### src/rtl/bram_pim_ctrl_pkg.sv
// Shared types and constants for the PIM BRAM controller.
//   state_t      : controller state (RUN, CLEAR)
//   MEM_MAXADDR  : default macro address width
//   MEM_MAXDATA  : widest macro data width
//   clog2()      : ceiling log2, never below 1, for pointer/count widths
package bram_pim_ctrl_pkg;

  typedef enum logic [0:0] {
    RUN   = 1'b0,
    CLEAR = 1'b1
  } state_t;

  localparam int MEM_MAXADDR = 11;
  localparam int MEM_MAXDATA = 36;

  function automatic int clog2(input int value);
    int result;
    int v;
    result = 0;
    v = value - 1;
    while (v > 0) begin
      result++;
      v = v >> 1;
    end
    return (result < 1) ? 1 : result;
  endfunction

endpackage

### src/rtl/bram_pim_ctrl_if.sv
// Request/response bus between a PIM sequencer (master) and the BRAM
// controller (slave).
//   req_valid/req_ready : request handshake
//   req_we/addr/wdata   : request payload (1 = write)
//   rsp_valid/rsp_ready : read response handshake
//   rsp_rdata           : read data, in request order
interface bram_pim_ctrl_if
  import bram_pim_ctrl_pkg::*;
#(
  parameter int ADDR_WIDTH = MEM_MAXADDR,
  parameter int DATA_WIDTH = 8
);
  logic                  req_valid;
  logic                  req_ready;
  logic                  req_we;
  logic [ADDR_WIDTH-1:0] req_addr;
  logic [DATA_WIDTH-1:0] req_wdata;
  logic                  rsp_valid;
  logic                  rsp_ready;
  logic [DATA_WIDTH-1:0] rsp_rdata;

  modport master (
    output req_valid, req_we, req_addr, req_wdata, rsp_ready,
    input  req_ready, rsp_valid, rsp_rdata
  );

  modport slave (
    input  req_valid, req_we, req_addr, req_wdata, rsp_ready,
    output req_ready, rsp_valid, rsp_rdata
  );
endinterface

### src/rtl/bram_pim_rsp_fifo.sv
// Synchronous response FIFO with simultaneous push/pop.
//   clk, reset : clock, synchronous active-high reset
//   push/push_data : write an entry
//   pop        : consume the head entry (ignored when empty)
//   head_data  : head entry, read straight from registered storage
//   empty      : no entries
//   count      : current occupancy
module bram_pim_rsp_fifo
  import bram_pim_ctrl_pkg::*;
#(
  parameter int DEPTH = 4,
  parameter int WIDTH = 8,
  localparam int PTR_W = clog2(DEPTH),
  localparam int CNT_W = clog2(DEPTH + 1)
) (
  input  logic             clk,
  input  logic             reset,
  input  logic             push,
  input  logic [WIDTH-1:0] push_data,
  input  logic             pop,
  output logic [WIDTH-1:0] head_data,
  output logic             empty,
  output logic [CNT_W-1:0] count
);

  logic [WIDTH-1:0] mem_reg [DEPTH];
  logic [PTR_W-1:0] wr_ptr_reg;
  logic [PTR_W-1:0] rd_ptr_reg;
  logic [CNT_W-1:0] count_reg;
  logic             full;
  logic             push_en;
  logic             pop_en;

  function automatic logic [PTR_W-1:0] ptr_inc(input logic [PTR_W-1:0] p);
    return (p == PTR_W'(DEPTH - 1)) ? '0 : p + PTR_W'(1);
  endfunction

  assign empty     = (count_reg == '0);
  assign full      = (count_reg == CNT_W'(DEPTH));
  assign count     = count_reg;
  assign head_data = mem_reg[rd_ptr_reg];

  // A pop only counts when there is something to pop, so push+pop on an
  // empty FIFO behaves as a plain push and the count still stays consistent.
  assign pop_en  = pop && !empty;
  assign push_en = push && (!full || pop_en);

  always_ff @(posedge clk) begin
    if (reset) begin
      wr_ptr_reg <= '0;
      rd_ptr_reg <= '0;
      count_reg  <= '0;
    end else begin
      if (push_en) wr_ptr_reg <= ptr_inc(wr_ptr_reg);
      if (pop_en)  rd_ptr_reg <= ptr_inc(rd_ptr_reg);
      case ({push_en, pop_en})
        2'b10:   count_reg <= count_reg + CNT_W'(1);
        2'b01:   count_reg <= count_reg - CNT_W'(1);
        default: count_reg <= count_reg;
      endcase
    end
  end

  always_ff @(posedge clk) begin
    if (push_en) mem_reg[wr_ptr_reg] <= push_data;
  end

  // The credit scheme upstream guarantees a slot for every push.
  assert property (@(posedge clk) disable iff (reset) !(push && full));

endmodule

### src/rtl/bram_pim_ctrl.sv
// Initiator for the PIM single-port BRAM macro.
//   clk, reset : shared clock, synchronous active-high reset
//   bus        : request/response bus (slave side)
//   mem_we/mem_addr/mem_data : macro write enable, address, write data
//   mem_out    : macro read data, valid RD_LATENCY cycles after address
// Optional feature macro BRAM_PIM_CTRL_CLEAR_EN: after reset, sweep zeros
// into every macro address before accepting requests.
module bram_pim_ctrl
  import bram_pim_ctrl_pkg::*;
#(
  parameter int ADDR_WIDTH = MEM_MAXADDR,
  parameter int DATA_WIDTH = 8,
  parameter int RD_LATENCY = 1,
  parameter int RESP_DEPTH = 4
) (
  input  logic                  clk,
  input  logic                  reset,
  bram_pim_ctrl_if.slave        bus,
  output logic                  mem_we,
  output logic [ADDR_WIDTH-1:0] mem_addr,
  output logic [DATA_WIDTH-1:0] mem_data,
  input  logic [DATA_WIDTH-1:0] mem_out
);

  localparam int CNT_W  = clog2(RESP_DEPTH + 1);
  localparam int CRED_W = clog2(RESP_DEPTH + RD_LATENCY + 1);

  if (RD_LATENCY < 1 || RD_LATENCY > 4) begin : g_bad_latency
    $error("RD_LATENCY must be in 1..4");
  end
  if (RESP_DEPTH < RD_LATENCY + 1) begin : g_bad_depth
    $error("RESP_DEPTH must be at least RD_LATENCY+1");
  end

  state_t                  state;
  logic                    clearing;
  logic [ADDR_WIDTH-1:0]   clr_addr;
  logic                    fire;
  logic                    rd_issue;
  logic                    req_ready_int;
  logic [RD_LATENCY-1:0]   rd_pipe_reg;
  logic [CNT_W-1:0]        fifo_count;
  logic                    fifo_empty;
  logic [CRED_W-1:0]       cred_used;
  logic [ADDR_WIDTH-1:0]   addr_reg;
  logic [DATA_WIDTH-1:0]   data_reg;

`ifdef BRAM_PIM_CTRL_CLEAR_EN
  state_t                state_reg;
  state_t                state_next;
  logic [ADDR_WIDTH-1:0] clr_cnt_reg;
  logic [ADDR_WIDTH-1:0] clr_cnt_next;

  always_ff @(posedge clk) begin
    if (reset) begin
      state_reg   <= CLEAR;
      clr_cnt_reg <= '0;
    end else begin
      state_reg   <= state_next;
      clr_cnt_reg <= clr_cnt_next;
    end
  end

  always_comb begin
    state_next   = state_reg;
    clr_cnt_next = clr_cnt_reg;
    case (state_reg)
      CLEAR: begin
        clr_cnt_next = clr_cnt_reg + ADDR_WIDTH'(1);
        if (&clr_cnt_reg) state_next = RUN;
      end
      default: state_next = RUN;
    endcase
  end

  assign state    = state_reg;
  // Held off while reset is asserted so the pins show their reset values.
  assign clearing = (state_reg == CLEAR) && !reset;
  assign clr_addr = clr_cnt_reg;
`else
  assign state    = RUN;
  assign clearing = 1'b0;
  assign clr_addr = '0;
`endif

  // Credits: every occupied FIFO slot plus every read still in the macro
  // pipe. A pop in the same cycle deliberately frees nothing, which keeps
  // rsp_ready off the req_ready path.
  always_comb begin
    cred_used = CRED_W'(fifo_count);
    for (int i = 0; i < RD_LATENCY; i++) begin
      cred_used = cred_used + CRED_W'(rd_pipe_reg[i]);
    end
  end

  assign req_ready_int = (state == RUN) && (cred_used < CRED_W'(RESP_DEPTH));
  assign bus.req_ready = req_ready_int;
  assign fire          = bus.req_valid && req_ready_int;
  assign rd_issue      = fire && !bus.req_we;

  always_comb begin
    mem_we   = 1'b0;
    mem_addr = addr_reg;
    mem_data = data_reg;
    if (clearing) begin
      mem_we   = 1'b1;
      mem_addr = clr_addr;
      mem_data = '0;
    end else if (fire) begin
      mem_we   = bus.req_we;
      mem_addr = bus.req_addr;
      mem_data = bus.req_wdata;
    end
  end

  always_ff @(posedge clk) begin
    if (reset) begin
      addr_reg    <= '0;
      data_reg    <= '0;
      rd_pipe_reg <= '0;
    end else begin
      addr_reg       <= mem_addr;
      data_reg       <= mem_data;
      rd_pipe_reg[0] <= rd_issue;
      for (int i = 1; i < RD_LATENCY; i++) begin
        rd_pipe_reg[i] <= rd_pipe_reg[i-1];
      end
    end
  end

  bram_pim_rsp_fifo #(
    .DEPTH (RESP_DEPTH),
    .WIDTH (DATA_WIDTH)
  ) u_rsp_fifo (
    .clk       (clk),
    .reset     (reset),
    .push      (rd_pipe_reg[RD_LATENCY-1]),
    .push_data (mem_out),
    .pop       (bus.rsp_ready),
    .head_data (bus.rsp_rdata),
    .empty     (fifo_empty),
    .count     (fifo_count)
  );

  assign bus.rsp_valid = !fifo_empty;

endmodule

### src/flat_wrapper.sv
// flat-port wrapper written by rule: the top's interface ports become plain ports
module bram_pim_ctrl_flat import bram_pim_ctrl_pkg::*;
#(
  parameter int ADDR_WIDTH = MEM_MAXADDR,
  parameter int DATA_WIDTH = 8,
  parameter int RD_LATENCY = 1,
  parameter int RESP_DEPTH = 4
)
  (clk, reset, mem_we, mem_addr, mem_data, mem_out, bus_req_valid, bus_req_we, bus_req_addr, bus_req_wdata, bus_rsp_ready, bus_req_ready, bus_rsp_valid, bus_rsp_rdata);
  bram_pim_ctrl_if #(.ADDR_WIDTH(ADDR_WIDTH), .DATA_WIDTH(DATA_WIDTH)) bus_i ();
  input  logic clk;
  input  logic reset;
  output logic mem_we;
  output logic [ADDR_WIDTH-1:0] mem_addr;
  output logic [DATA_WIDTH-1:0] mem_data;
  input  logic [DATA_WIDTH-1:0] mem_out;
  input wire logic [$bits(bus_i.req_valid)-1:0] bus_req_valid;
  input wire logic [$bits(bus_i.req_we)-1:0] bus_req_we;
  input wire logic [$bits(bus_i.req_addr)-1:0] bus_req_addr;
  input wire logic [$bits(bus_i.req_wdata)-1:0] bus_req_wdata;
  input wire logic [$bits(bus_i.rsp_ready)-1:0] bus_rsp_ready;
  output wire logic [$bits(bus_i.req_ready)-1:0] bus_req_ready;
  output wire logic [$bits(bus_i.rsp_valid)-1:0] bus_rsp_valid;
  output wire logic [$bits(bus_i.rsp_rdata)-1:0] bus_rsp_rdata;
  assign bus_i.req_valid = bus_req_valid;
  assign bus_i.req_we = bus_req_we;
  assign bus_i.req_addr = bus_req_addr;
  assign bus_i.req_wdata = bus_req_wdata;
  assign bus_i.rsp_ready = bus_rsp_ready;
  assign bus_req_ready = bus_i.req_ready;
  assign bus_rsp_valid = bus_i.rsp_valid;
  assign bus_rsp_rdata = bus_i.rsp_rdata;
  bram_pim_ctrl #(.ADDR_WIDTH(ADDR_WIDTH), .DATA_WIDTH(DATA_WIDTH), .RD_LATENCY(RD_LATENCY), .RESP_DEPTH(RESP_DEPTH)) u_core (.clk(clk), .reset(reset), .bus(bus_i), .mem_we(mem_we), .mem_addr(mem_addr), .mem_data(mem_data), .mem_out(mem_out));
endmodule
### config.mk
export PLATFORM = sky130hd
export DESIGN_NAME = bram_pim_ctrl_flat
export DESIGN_NICKNAME = d
export VERILOG_FILES = /design/src/rtl/bram_pim_ctrl_pkg.sv /design/src/rtl/bram_pim_ctrl_if.sv /design/src/rtl/bram_pim_rsp_fifo.sv /design/src/rtl/bram_pim_ctrl.sv /design/src/flat_wrapper.sv
export SDC_FILE = /design/constraint.sdc
export NUM_CORES = 1
export LEC_CHECK = 0
export ABC_AREA = 1
export BUFFER_PORTS_ARGS = -buffer_cell sky130_fd_sc_hd__buf_2
export CORE_MARGIN = 2
export CORE_UTILIZATION = 53
export DETAILED_ROUTE_END_ITERATION = 7
export PLACE_DENSITY = 0.85
export SLEW_MARGIN = 10
export SYNTH_ARGS = -nofsm -noshare
export SYNTH_HDL_FRONTEND = slang
export SYNTH_SLANG_ARGS = --single-unit
### constraint.sdc
create_clock -name clk -period 2.05 [get_ports clk]
set_clock_uncertainty 0.15 [all_clocks]
set_input_delay 0.41 -clock clk [delete_from_list [all_inputs] [get_ports clk]]
set_output_delay 0.41 -clock clk [all_outputs]
set_load 0.02 [all_outputs]
Word-level counts from Yosys, hierarchy flattened:

Memory sizes are Yosys's and may differ from the RTL's. A register that Yosys moved wholly into a read port is not among the register bits.
Index checks and enable logic that the tools add are counted.

* register bits after elaboration: 27
* input port bits: 32
* output and inout port bits: 30
* memories kept: 1
* word-level logic and storage cells: 38
* memory bits (writable): 32

* add/sub/neg operators: 5
* equal/unequal tests: 5
* multiplexer cells: 10
* magnitude comparators: 1
* reductions and logical operators: 10

Memories
* u_core.u_rsp_fifo.mem_reg: depth 4, width 8, read ports 1, clocked after Yosys merged registers in 1, write ports 1, RTL line bram_pim_rsp_fifo.sv:26 `logic [WIDTH-1:0] mem_reg [DEPTH];`

Operators with widths (count)
* 2-to-1 mux 11 bit: 1
* 2-to-1 mux 2 bit: 4
* 2-to-1 mux 8 bit: 1
* equality test 2 bit (second input constant): 3
* one-hot mux 3 bit (2 select lines): 1
* adder 2 x 1 -> 2 bit (second input constant): 2
* logical AND 1 bit: 4
* adder 3 x 1 -> 3 bit: 1
* adder 3 x 1 -> 3 bit (second input constant): 1
* equality test 3 bit (second input constant): 1
* zero test 1 bit: 3
* zero test 3 bit: 1
* < comparator 3 bit (second input constant): 1
* 2-to-1 mux 1 bit: 3
* subtractor 3 x 1 -> 3 bit (second input constant): 1
* equality test 2 x 1 -> 1 bit (second input constant): 1
* nonzero test 2 bit: 1
* logical OR 1 bit: 1

Depth between registers and ports, before layout:

Gate-level depths: netlist of run 1.

* word-level depth: 7
* gate-level depth with buffers: 9
* mapped depth without buffers: 9

Hierarchy:

Synthesis of run 1 repeated with hierarchy kept, for this count alone.

* cell total of the unflattened synthesis: 316
* area total of the unflattened synthesis: 2740.1 sq um

Modules (own cells, without submodules)
* bram_pim_rsp_fifo: area an instance 1677.9 sq um, cells an instance 143, seq. area each 1141.1 sq um, times used 1
* bram_pim_ctrl: area an instance 1062.3 sq um, cells an instance 173, seq. area each 400.4 sq um, times used 1

Least setup slack after synthesis of run 1:

OpenSTA, ideal clock, no wires.

* path kind: register to output
* start point: register u_core.rd_pipe_reg
* end point: output port mem_we
* cell stages (with the launch flop): 6
* buffers on the path: 1
* arrival: 1.424 ns
* setup slack: 0.066 ns
* data required time: 1.490 ns
* path through: dfxtp_1 nand3_2 xor2_2 nand2_4 buf_6 nor2_1

* longest elaborated chain between the ends: 4

Ends and longest elaborated chain
* start: declaration: RTL line bram_pim_ctrl.sv:41 `logic [RD_LATENCY-1:0] rd_pipe_reg;`
* start signal: indexed assignment: RTL line bram_pim_ctrl.sv:126 `rd_pipe_reg[i] <= rd_pipe_reg[i-1];`
* adder 3 x 1 -> 3 bit: RTL line bram_pim_ctrl.sv:92 `cred_used = cred_used + CRED_W'(rd_pipe_reg[i]);`
* < comparator 3 bit: RTL line bram_pim_ctrl.sv:96 `assign req_ready_int = (state == RUN) && (cred_used < CRED_W'(RESP_DEPTH));`
* net bus_req_ready: RTL line flat_wrapper.sv:22 `output wire logic [$bits(bus_i.req_ready)-1:0] bus_req_ready;`
* logical AND 1 bit: RTL line bram_pim_ctrl.sv:98 `assign fire = bus.req_valid && req_ready_int;`
* 2-to-1 mux 1 bit: RTL line bram_pim_ctrl.sv:109 `end else if (fire) begin`
* end: declaration: RTL line flat_wrapper.sv:13 `output logic mem_we;`

The timed path passes the listed nets, and every way through them passes these cells.

Worst setup path after layout of run 1:

* start point: register u_core.u_rsp_fifo.count_reg[1] (netlist: u_core.u_rsp_fifo.count[1])
* end point: output port mem_addr[7]

* longest elaborated chain between the ends: 4

Ends and longest elaborated chain
* start: declaration: RTL line bram_pim_rsp_fifo.sv:29 `logic [CNT_W-1:0] count_reg;`
* start signal: assignment: RTL line bram_pim_rsp_fifo.sv:57 `2'b10: count_reg <= count_reg + CNT_W'(1);`
* start signal: assignment: RTL line bram_pim_rsp_fifo.sv:58 `2'b01: count_reg <= count_reg - CNT_W'(1);`
* start signal: assignment: RTL line bram_pim_rsp_fifo.sv:59 `default: count_reg <= count_reg;`
* adder 3 x 1 -> 3 bit: RTL line bram_pim_ctrl.sv:92
* < comparator 3 bit: RTL line bram_pim_ctrl.sv:96
* logical AND 1 bit: RTL line bram_pim_ctrl.sv:98
* 2-to-1 mux 11 bit: RTL line bram_pim_ctrl.sv:109
* end: declaration: RTL line flat_wrapper.sv:14 `output logic [ADDR_WIDTH-1:0] mem_addr;`

Every way passes these cells.

==> flow_summary.yaml, run 1 <==
setup_path:
  cp.required_ps: 1490
  start_kind: "flip-flop"
  cp_num_cells: 7
  crit_chain: "nand3_4 -> xor2_4 -> nand2_2 -> buf_6 -> o21ai_2 -> inv_1 -> buf_2"
  crit_path_top_delay_cell: "dfxtp_2"
  crit_fanout: 5
  r2r_start: "u_core.u_rsp_fifo.count[1]$_SDFFE_PP0P_"
  cp.arrival_ps: 1680
  critPathBufInv: 3
  r2r-end: "u_core.u_rsp_fifo.mem_reg[2][1]$_DFFE_PP_"
  crit_path_end_kind: "output pin"
  rr_worst_depth: 6
  crit_family: "buffers and inverters"
  path_class: "flip-flop to output pin"
  cp_slowest_stage_delay_ps: 360
  rrSetupSlack_ps: 70
timing:
  slew_headroom_pct: 52.8
  setup_viol: 20
  rsz0062_at_grt: "true"
  drv_slew: 0
  hold_viol: 0
  fin_crit_ps: 2240
  fmax_ghz: 0.447
  fin_crit_sh_pct: 109
  finalWorstSetupSlack_ps: -188
  setup_tns_ps: -2980
  worstMarginPinSlew_ps: 706
synthesis:
  synthesis.nets: 307
  syn_area_um2: 2660
  synth_cells: 269
  seq_area_frac_synth_pct: 58.1
  yosysWarnings: 0
  syn_area_per_cell_um2: 9.87
  synth.ff_latch_count: 61
  synth_cell_types: 26
pwr:
  max-vdd-ir-drop_mv: 0.703
  power_density_nw_per_um2: 1260
  total_power_mw: 4.55
  p_leak_nw: 1.59
global_route:
  grt_max_degree: 22
  grt_pass1_wl_mm: 8.32
  grt_util_all_layers_pct: 20.5
  antenna_found_initial: 0
  grt_pass1_vias: 1949
  grt_overflow: 0
clock_network:
  clock_latency_ps: 330
  clk_pin_slew_ps: 60
  cts_root_buf: "clkbuf_8"
  cts_max_path_buffers: 2
  cts_buffers: 9
  h-tree-depth: 3
  clock-sinks: 61
  tritoncts: "done"
placed_design:
  post-dp-hpwl_mm: 3.29
  numPortBuffers: 61
  place_area_um2: 3040
  place.gp.congestion: 0.728
floorplanning:
  die_w_um: 74.8
  die_h_um: 74.8
  rows: 25
  start_util_pct: 55.5
  die_area_um2: 5590
  ios: 62
  core_region_area_um2: 4790
job:
  maxCapViolations: 0
outcome:
  outcome: "complete, but fails checks"
  violations: "negative setup slack"
min_path:
  hp-start: "bus_req_we"
  hold_path_end: "u_core.rd_pipe_reg$_SDFF_PP0_"
  holdPathStages: 2
  hp-class: "input pin to flip-flop"
routing:
  ant_nets: 0
  drt_pass1_iterations: 4
  finalWirelength_mm: 5.99
  drt_iter0_markers: 80
  drc: 0
  m1WireLength_mm: 2.30
  wl_per_cell_um: 14.1
  wl_met3_um: 364
  top_layer: "met4"
  routed-wl-met2_mm: 3.24
  dr_total_vias: 2097
  routed_via_density: 4.93
finish:
  final_cell_area_um2: 3620
  area_growth_pct: 36.2
  fin_nets: 391
  drive_gt1_share_pct: 45.0
  n_antenna_cell: 0
  largest_register_ffs: 32
logic make-up after synthesis:
logic type | after synthesis | share of synthesized area, %
buffers and inverters | 65 | 10.5
and+or+nand+nor | 81 | 13.6
adders and majority gates | 6 | 3.11
xor gates and xnor gates | 1 | 0.613
DFF | 61 | 58.1
AOI/OAI and AO/OA | 55 | 14.2
layer usage:
layer / up-vias / global-route usage (%)
met3: 13 / 7.36
li1: 1022 / -
met1: 990 / 21.8
met2: 72 / 36.6
met5: - / 0
met4: 0 / 8.93
how the worst max path moves through the flow:
stage,slack (ps),from,to
detailed placement,110,bus_rsp_ready,u_core.u_rsp_fifo.count[2]$_SDFFE_PP0P_
global route,-270,u_core.rd_pipe_reg$_SDFF_PP0_,mem_addr[7]
global placement,140,bus_rsp_ready,u_core.u_rsp_fifo.count[2]$_SDFFE_PP0P_
CTS,-150,u_core.u_rsp_fifo.count[1]$_SDFFE_PP0P_,mem_addr[5]
floorplan,70,u_core.rd_pipe_reg$_SDFF_PP0_,mem_we
finish,-190,u_core.u_rsp_fifo.count[1]$_SDFFE_PP0P_,mem_addr[7]
what timing repair did:
item	4_1_cts	5_1_grt
pin swaps	2	9
setup endpoints to repair	20	29
gates resized for setup	21	45
buffers inserted	6	3
hold buffers	0	0
gates cloned	0	5
per-stage QoR:
stage	hold WS [ps]	utilization [%]	setup slack (ps)	std cells
final	104	75.6	-188	425
after detailed placement	366	63.5	105	395
after global routing	105	75.6	-275	425
after global placement	349	63.5	144	395
after floorplan	331	-	65.7	269
after CTS	79.7	70.3	-146	417
worst reg2reg max path: cells and delay by family (launching register included):
family / cells / cell delay, ps
simple gates: 3 / 780
flops: 1 / 360
buf+inv: 2 / 210
compound gates: 1 / 110
synthesized netlist by cell type, drive strengths merged:
master	number	area share, %
o22ai	8	1.9
o21ai	42	11
nand2	26	4.1
ha	5	2.4
inv	57	8.1
edfxtp	32	36
nor2	49	8.1
nor3	1	0.19
nand4	1	0.24
buf	4	1.8
clkbuf	4	0.57
a21oi	4	0.90
nand3	4	0.94
dfxtp	29	22
xor2	1	0.61
fa	1	0.75
o211a	1	0.38
area by class of cell:
class / instances / area, µm²
timing repair inverter: 1 / 7.51
clock inverter: 7 / 80.1
fill: 314 / 1170
timing repair buffer: 79 / 559
inverter: 57 / 218
clock buffer: 9 / 124
multi-input combinational: 144 / 996
tap: 67 / 83.8
sequential: 61 / 1550
power breakdown:
| part | internal, mW | switching, mW | leakage [nW] |
|---|---|---|---|
| clock network | 0.665 | 0.436 | 0.103 |
| logic | 0.762 | 1.15 | 0.956 |
| registers | 1.44 | 0.107 | 0.531 |
cells in the final DEF (no fill, tap or decap), types with 8 or more instances in the layout:
cell / n
nand2_2: 11
o21ai_4: 15
buf_2: 49
o21ai_0: 17
clkbuf_8: 9
o22ai_1: 8
inv_1: 44
dfxtp_1: 24
nor2_2: 15
buf_4: 17
nor2_1: 34
nand2_1: 15
edfxtp_1: 32
buf_6: 9
inv_2: 12
Note: power is estimated with default switching activity, not from simulation.
==> run 2, diff against run 1 <==
--- a/config.mk
+++ b/config.mk
@@ -10,6 +10,7 @@
 export CORE_MARGIN = 2
 export CORE_UTILIZATION = 53
 export DETAILED_ROUTE_END_ITERATION = 7
+export GPL_TIMING_DRIVEN = 0
 export PLACE_DENSITY = 0.85
 export SLEW_MARGIN = 10
 export SYNTH_ARGS = -nofsm -noshare
==> run 2 against run 1 <==
  * Worst hold slack got worse by 6.4 ps
  * Sequential power is essentially flat
  * Combinational power fell by 2%
  * Utilization shrank 0.50 points
  * Highest routed layer unchanged
  * Critical path type unchanged
  * The run still ends with negative setup slack left
  * Register-to-register slack gained 70 ps
==> flow_summary.yaml, run 2 (synthesis results as in run 1) <==
outcome:
  outcome: "complete, but fails checks"
  violations: "negative setup slack"
finish:
  final_cell_mix: "buf_2, inv_1, nor2_1"
  layout_commonest_cell: "buf_2"
  area_growth_pct: 35.3
  fin_nets: 385
  final_util_pct: 75.1
  largest_register_ffs: 32
  nFillCells: 312
  n_antenna_cell: 0
  drive_gt1_share_pct: 44.0
timing:
  worstMarginPinSlew_ps: 780
  drv_slew: 0
  setup_viol: 19
  fmax_ghz: 0.452
  timing.hold.ws_ps: 97.7
  rsz0062_at_grt: "true"
  fin_crit_sh_pct: 108
  hold_viol: 0
  slew_headroom_pct: 47.8
  finalWorstSetupSlack_ps: -161
  fin_crit_ps: 2210
routing:
  m1WireLength_mm: 2.24
  routed_via_density: 4.84
  ant_nets: 0
  wl_met3_um: 264
  drt_iter0_markers: 75
  finalWirelength_mm: 5.49
  dr_total_vias: 2028
  drt_pass1_iterations: 4
  wl_per_cell_um: 13.1
  routed-wl-met2_mm: 2.86
  top_layer: "met4"
  drc: 0
clock_network:
  clock-sinks: 61
  tritoncts: "done"
  cts_max_path_buffers: 2
  h-tree-depth: 3
  cts_root_buf: "clkbuf_8"
  cts_buffers: 9
  clock_latency_ps: 330
  clk_pin_slew_ps: 60
pwr:
  power.internal_mw: 2.82
  pwr-share-comb_pct: 41.6
  seqPwrFrac_pct: 34.5
  p_switching_mw: 1.67
  power_density_nw_per_um2: 1250
  p_clk_share_pct: 23.9
  max-vdd-ir-drop_mv: 0.782
  p_leak_nw: 1.57
  swShare_pct: 37.2
placed_design:
  numPortBuffers: 61
  place.gp.congestion: 0.734
  post-dp-hpwl_mm: 3.38
setup_path:
  path_class: "flip-flop to output pin"
  r2r_start: "u_core.u_rsp_fifo.count[1]$_SDFFE_PP0P_"
  crit_start: "u_core.u_rsp_fifo.count[0]$_SDFFE_PP0P_"
  cp.arrival_ps: 1650
  crit_path_end_kind: "output pin"
  crit_fanout: 10
  start_kind: "flip-flop"
  cp.required_ps: 1490
global_route:
  grt_overflow: 0
  grt_util_all_layers_pct: 20.1
  antenna_found_initial: 0
  grt_pass1_wl_mm: 8.26
  grt_max_degree: 12
  grt_pass1_vias: 1947
floorplanning:
  core_region_area_um2: 4790
  die_h_um: 74.8
  die_w_um: 74.8
  ios: 62
  rows: 25
  die_area_um2: 5590
  start_util_pct: 55.5
min_path:
  hp-class: "input pin to flip-flop"
  hp-start: "bus_req_we"
job:
  maxCapViolations: 0
-- run 2: cell count changes in the layout (fill, tap and decap cells not counted), moves of 4 or more --
| cell | change |
|---|---|
| buf_4 | -8 |
| buf_6 | +4 |
| o21ai_1 | -5 |
| o21ai_0 | +5 |
| clkinv_1 | -4 |
-- run 2: metal layers --
metal / up-vias / global-route usage [%]
li1: 1010 / -
met1: 937 / 21.1
met2: 68 / 37.4
met3: 13 / 5.22
met4: 0 / 9.52
met5: - / 0
-- run 2: per-stage QoR --
stage                     power, mW  cell area [µm²]  setup TNS, ps  instances  setup slack, ps
after global routing           4.75             3590          -3620        419             -221
after floorplan                2.59             2660              0        269             65.7
after CTS                      4.29             3440          -2090        415             -127
after detailed placement       3.02             3040              0        397             32.6
final                          4.48             3590          -2270        419             -161
after global placement         2.98             3040              0        397             79.9
-- run 2: path summary, 6_finish.rpt --
| kind | endpoint | slack [ps] | cells past startpoint |
|---|---|---|---|
| setup reg to reg | u_core.u_rsp_fifo.mem_reg[0][1]$_DFFE_PP_ | 140 | 5 |
| hold reg to reg | flip-flop | 360 | 2 |
| setup / recovery | mem_data[6] | -160 | 8 |
| hold / removal | u_core.rd_pipe_reg$_SDFF_PP0_ | 100 | 2 |
-- run 2: what timing repair did --
item	4_1_cts	5_1_grt
buffers inserted	2	3
pin swaps	1	3
endpoints found under the setup margin	28	28
cloned	0	1
hold buffers	0	0
resized for setup	45	33
-- run 2: critical path, cell delays in order (launching register included) --
cell,delay (ps)
dfxtp_2,360
nand3_4,90
xor2_4,170
nand2_4,130
buf_6,180
nand2_1,110
o21ai_4,90
inv_2,50
buf_6,120
-- run 2: power groups by stage --
stage	sequential [mW]	clock, mW	combinational (mW)
after global placement	1.54	0	1.44
after global routing	1.57	1.14	2.05
final	1.55	1.07	1.87
after detailed placement	1.55	0	1.47
after CTS	1.52	1.08	1.69
after floorplan	1.52	0	1.07
-- run 2: layout make-up --
| type | count | area [µm²] | area share (%) |
|---|---|---|---|
| Buffer | 8 | 95.1 | 2.65 |
| Timing Repair Buffer | 67 | 450 | 12.5 |
| Clock inverter | 4 | 47.5 | 1.32 |
| Sequential cell | 61 | 1550 | 43.3 |
| Tap cell | 67 | 83.8 | 2.33 |
| Multi-Input combinational cell | 143 | 990 | 27.6 |
| Clock buffer | 12 | 155 | 4.32 |
| Inverter | 57 | 216 | 6.03 |
==> run 3, diff against run 2 <==
--- a/config.mk
+++ b/config.mk
@@ -7,6 +7,7 @@
 export LEC_CHECK = 0
 export ABC_AREA = 1
 export BUFFER_PORTS_ARGS = -buffer_cell sky130_fd_sc_hd__buf_2
+export CAP_MARGIN = 10
 export CORE_MARGIN = 2
 export CORE_UTILIZATION = 53
 export DETAILED_ROUTE_END_ITERATION = 7
==> constraint.sdc (replaced) <==
create_clock -name clk -period 2.05 [get_ports clk]
set_clock_uncertainty 0.15 [all_clocks]
set_input_delay 0.41 -clock clk [delete_from_list [all_inputs] [get_ports clk]]
set_output_delay 0.41 -clock clk [all_outputs]
set_load 0.05 [all_outputs]
==> run 3 against run 2 <==
  * The flow still finishes with violations (negative setup slack)
  * Clock power fell by 15%
  * Utilization increased by 3.4 points
  * Critical path type unchanged
  * Sequential share of layout area fell by 1.7 points
  * Via count up 4.1%
  * Sequential power hardly changed
  * Worst hold slack got worse by 2.8 ps
  * Critical endpoint is now mem_addr[4]
  * Combinational power rose by 47%
==> flow_summary.yaml, run 3 (synthesis results as in run 1) <==
clock_network:
  clk_pin_slew_ps: 60
  clock_latency_ps: 340
  cts_buffers: 9
  tritoncts: "done"
  cts_root_buf: "clkbuf_8"
  h-tree-depth: 3
  cts_hold_buf: 0
  cts_max_path_buffers: 2
  clock-sinks: 61
setup_path:
  start_kind: "flip-flop"
  crit_family: "buffers and inverters"
  cp.required_ps: 1490
  cp_slowest_stage_delay_ps: 360
  rrSetupSlack_ps: 110
  path_class: "flip-flop to output pin"
  critPathBufInv: 3
  rr_worst_depth: 9
  crit_chain: "nand3_4 -> xor2_4 -> nand2_4 -> buf_12 -> o21ai_4 -> inv_2 -> buf_8"
  worstSetupEndpoint: "mem_addr[4]"
  crit_path_end_kind: "output pin"
  crit_start: "u_core.u_rsp_fifo.count[1]$_SDFFE_PP0P_"
  crit_fanout: 10
  r2r-end: "u_core.u_rsp_fifo.count[2]$_SDFFE_PP0P_"
  crit_path_top_delay_cell: "dfxtp_4"
  r2r_start: "u_core.u_rsp_fifo.count[1]$_SDFFE_PP0P_"
  cp_num_cells: 7
  cp.arrival_ps: 1690
timing:
  finalWorstSetupSlack_ps: -199
  setup_viol: 20
  hold_viol: 0
  worstMarginPinSlew_ps: 758
  rsz0062_at_grt: "true"
  setup_tns_ps: -3460
  timing.hold.ws_ps: 94.9
  slew_headroom_pct: 49.3
  fin_crit_sh_pct: 110
  fmax_ghz: 0.445
  fin_crit_ps: 2250
  drv_slew: 0
routing:
  finalWirelength_mm: 6.33
  dr_total_vias: 2112
  drt_iter0_markers: 99
  routed_via_density: 5.04
  drc: 0
  ant_nets: 0
  drt_pass1_iterations: 4
  wl_per_cell_um: 15.1
min_path:
  hp-class: "input pin to flip-flop"
finish:
  fin_nets: 385
  final_cell_mix: "inv_1, nor2_1, buf_2"
  layout_commonest_cell: "inv_1"
  largest_register_ffs: 32
  area_growth_pct: 41.4
  n_antenna_cell: 0
  drive_gt1_share_pct: 48.3
global_route:
  grt_pass1_wl_mm: 9.67
  grt_util_all_layers_pct: 23.8
  grt_overflow: 0
  grt_pass1_vias: 2119
  grt_max_degree: 11
  antenna_found_initial: 0
placed_design:
  place.gp.congestion: 0.753
  post-dp-hpwl_mm: 3.59
  dp_slack_ps: -67.9
  numPortBuffers: 61
pwr:
  total_power_mw: 5.21
  power_density_nw_per_um2: 1390
  max-vdd-ir-drop_mv: 0.959
  p_leak_nw: 1.60
outcome:
  outcome: "complete, but fails checks"
  violations: "negative setup slack"
floorplanning:
  die_h_um: 74.8
  start_util_pct: 55.5
  ios: 62
  core_region_area_um2: 4790
  die_area_um2: 5590
  rows: 25
  die_w_um: 74.8
job:
  maxCapViolations: 0
==> run 3: changes by cell type in the layout (fill, tap and decap cells not counted), moves of 3 or more <==
cell | previous run | this run
buf_2 | 46 | 33
o22ai_1 | 8 | 0
o22ai_2 | 0 | 8
buf_8 | 1 | 8
inv_1 | 44 | 37
inv_2 | 12 | 18
buf_6 | 13 | 18
clkbuf_1 | 3 | 6
o21ai_2 | 5 | 2
o21ai_4 | 15 | 18
==> run 3: cell type report <==
| type | instances | area, µm² |
|---|---|---|
| buffer | 8 | 101 |
| timing repair buffer | 67 | 557 |
| fill | 288 | 1030 |
| clock inverter | 2 | 10.0 |
| tap | 67 | 83.8 |
| inverter | 57 | 219 |
| clock buffer | 14 | 153 |
| sequential | 61 | 1560 |
| multi-input combinational | 143 | 1070 |
==> run 3: per-stage QoR <==
| stage | util (%) | cell area, µm² | std cells |
|---|---|---|---|
| 6_report | 78.4 | 3750 | 419 |
| 5_1_grt | 78.4 | 3750 | 419 |
| 4_1_cts | 76.8 | 3670 | 418 |
| 3_5_place_dp | 65.1 | 3120 | 397 |
| 3_3_place_gp | 65.1 | 3120 | 397 |
| 2_1_floorplan | - | 2730 | 269 |
==> run 3: worst min path at each step <==
stage                                                             from                                            to  cells after the start
after detailed placement  u_core.u_rsp_fifo.rd_ptr_reg[1]$_SDFFE_PP0N_                                     flip-flop                      2
after CTS                                                   bus_req_we                 u_core.rd_pipe_reg$_SDFF_PP0_                      2
after global placement    u_core.u_rsp_fifo.rd_ptr_reg[1]$_SDFFE_PP0N_  u_core.u_rsp_fifo.rd_ptr_reg[1]$_SDFFE_PP0N_                      2
after floorplan           u_core.u_rsp_fifo.rd_ptr_reg[1]$_SDFFE_PP0N_                                     flip-flop                      2
final                                                       bus_req_we                 u_core.rd_pipe_reg$_SDFF_PP0_                      2
after global routing                                        bus_req_we                 u_core.rd_pipe_reg$_SDFF_PP0_                      2
==> run 3: layer usage <==
metal / track usage (%) / up-vias / wire, µm
met2: 44.2 / 85 / 3450
met3: 4.69 / 18 / 313
met5: 0 / - / 0
met1: 25.3 / 995 / 2400
met4: 12.7 / 0 / 165
li1: - / 1014 / -
==> run 3: timing repair <==
item,in CTS,in global routing
setup endpoints to repair,28,36
cloned,2,0
setup buffers,3,1
hold endpoints to repair,0,0
resized for setup,92,23
pin swaps,1,2
==> run 3: power by group <==
part / internal [mW] / switching, mW / leakage [nW]
Combinational: 0.970 / 1.77 / 0.984
Sequential: 1.45 / 0.113 / 0.532
Clock: 0.470 / 0.440 / 0.0844
Total: 2.88 / 2.32 / 1.60
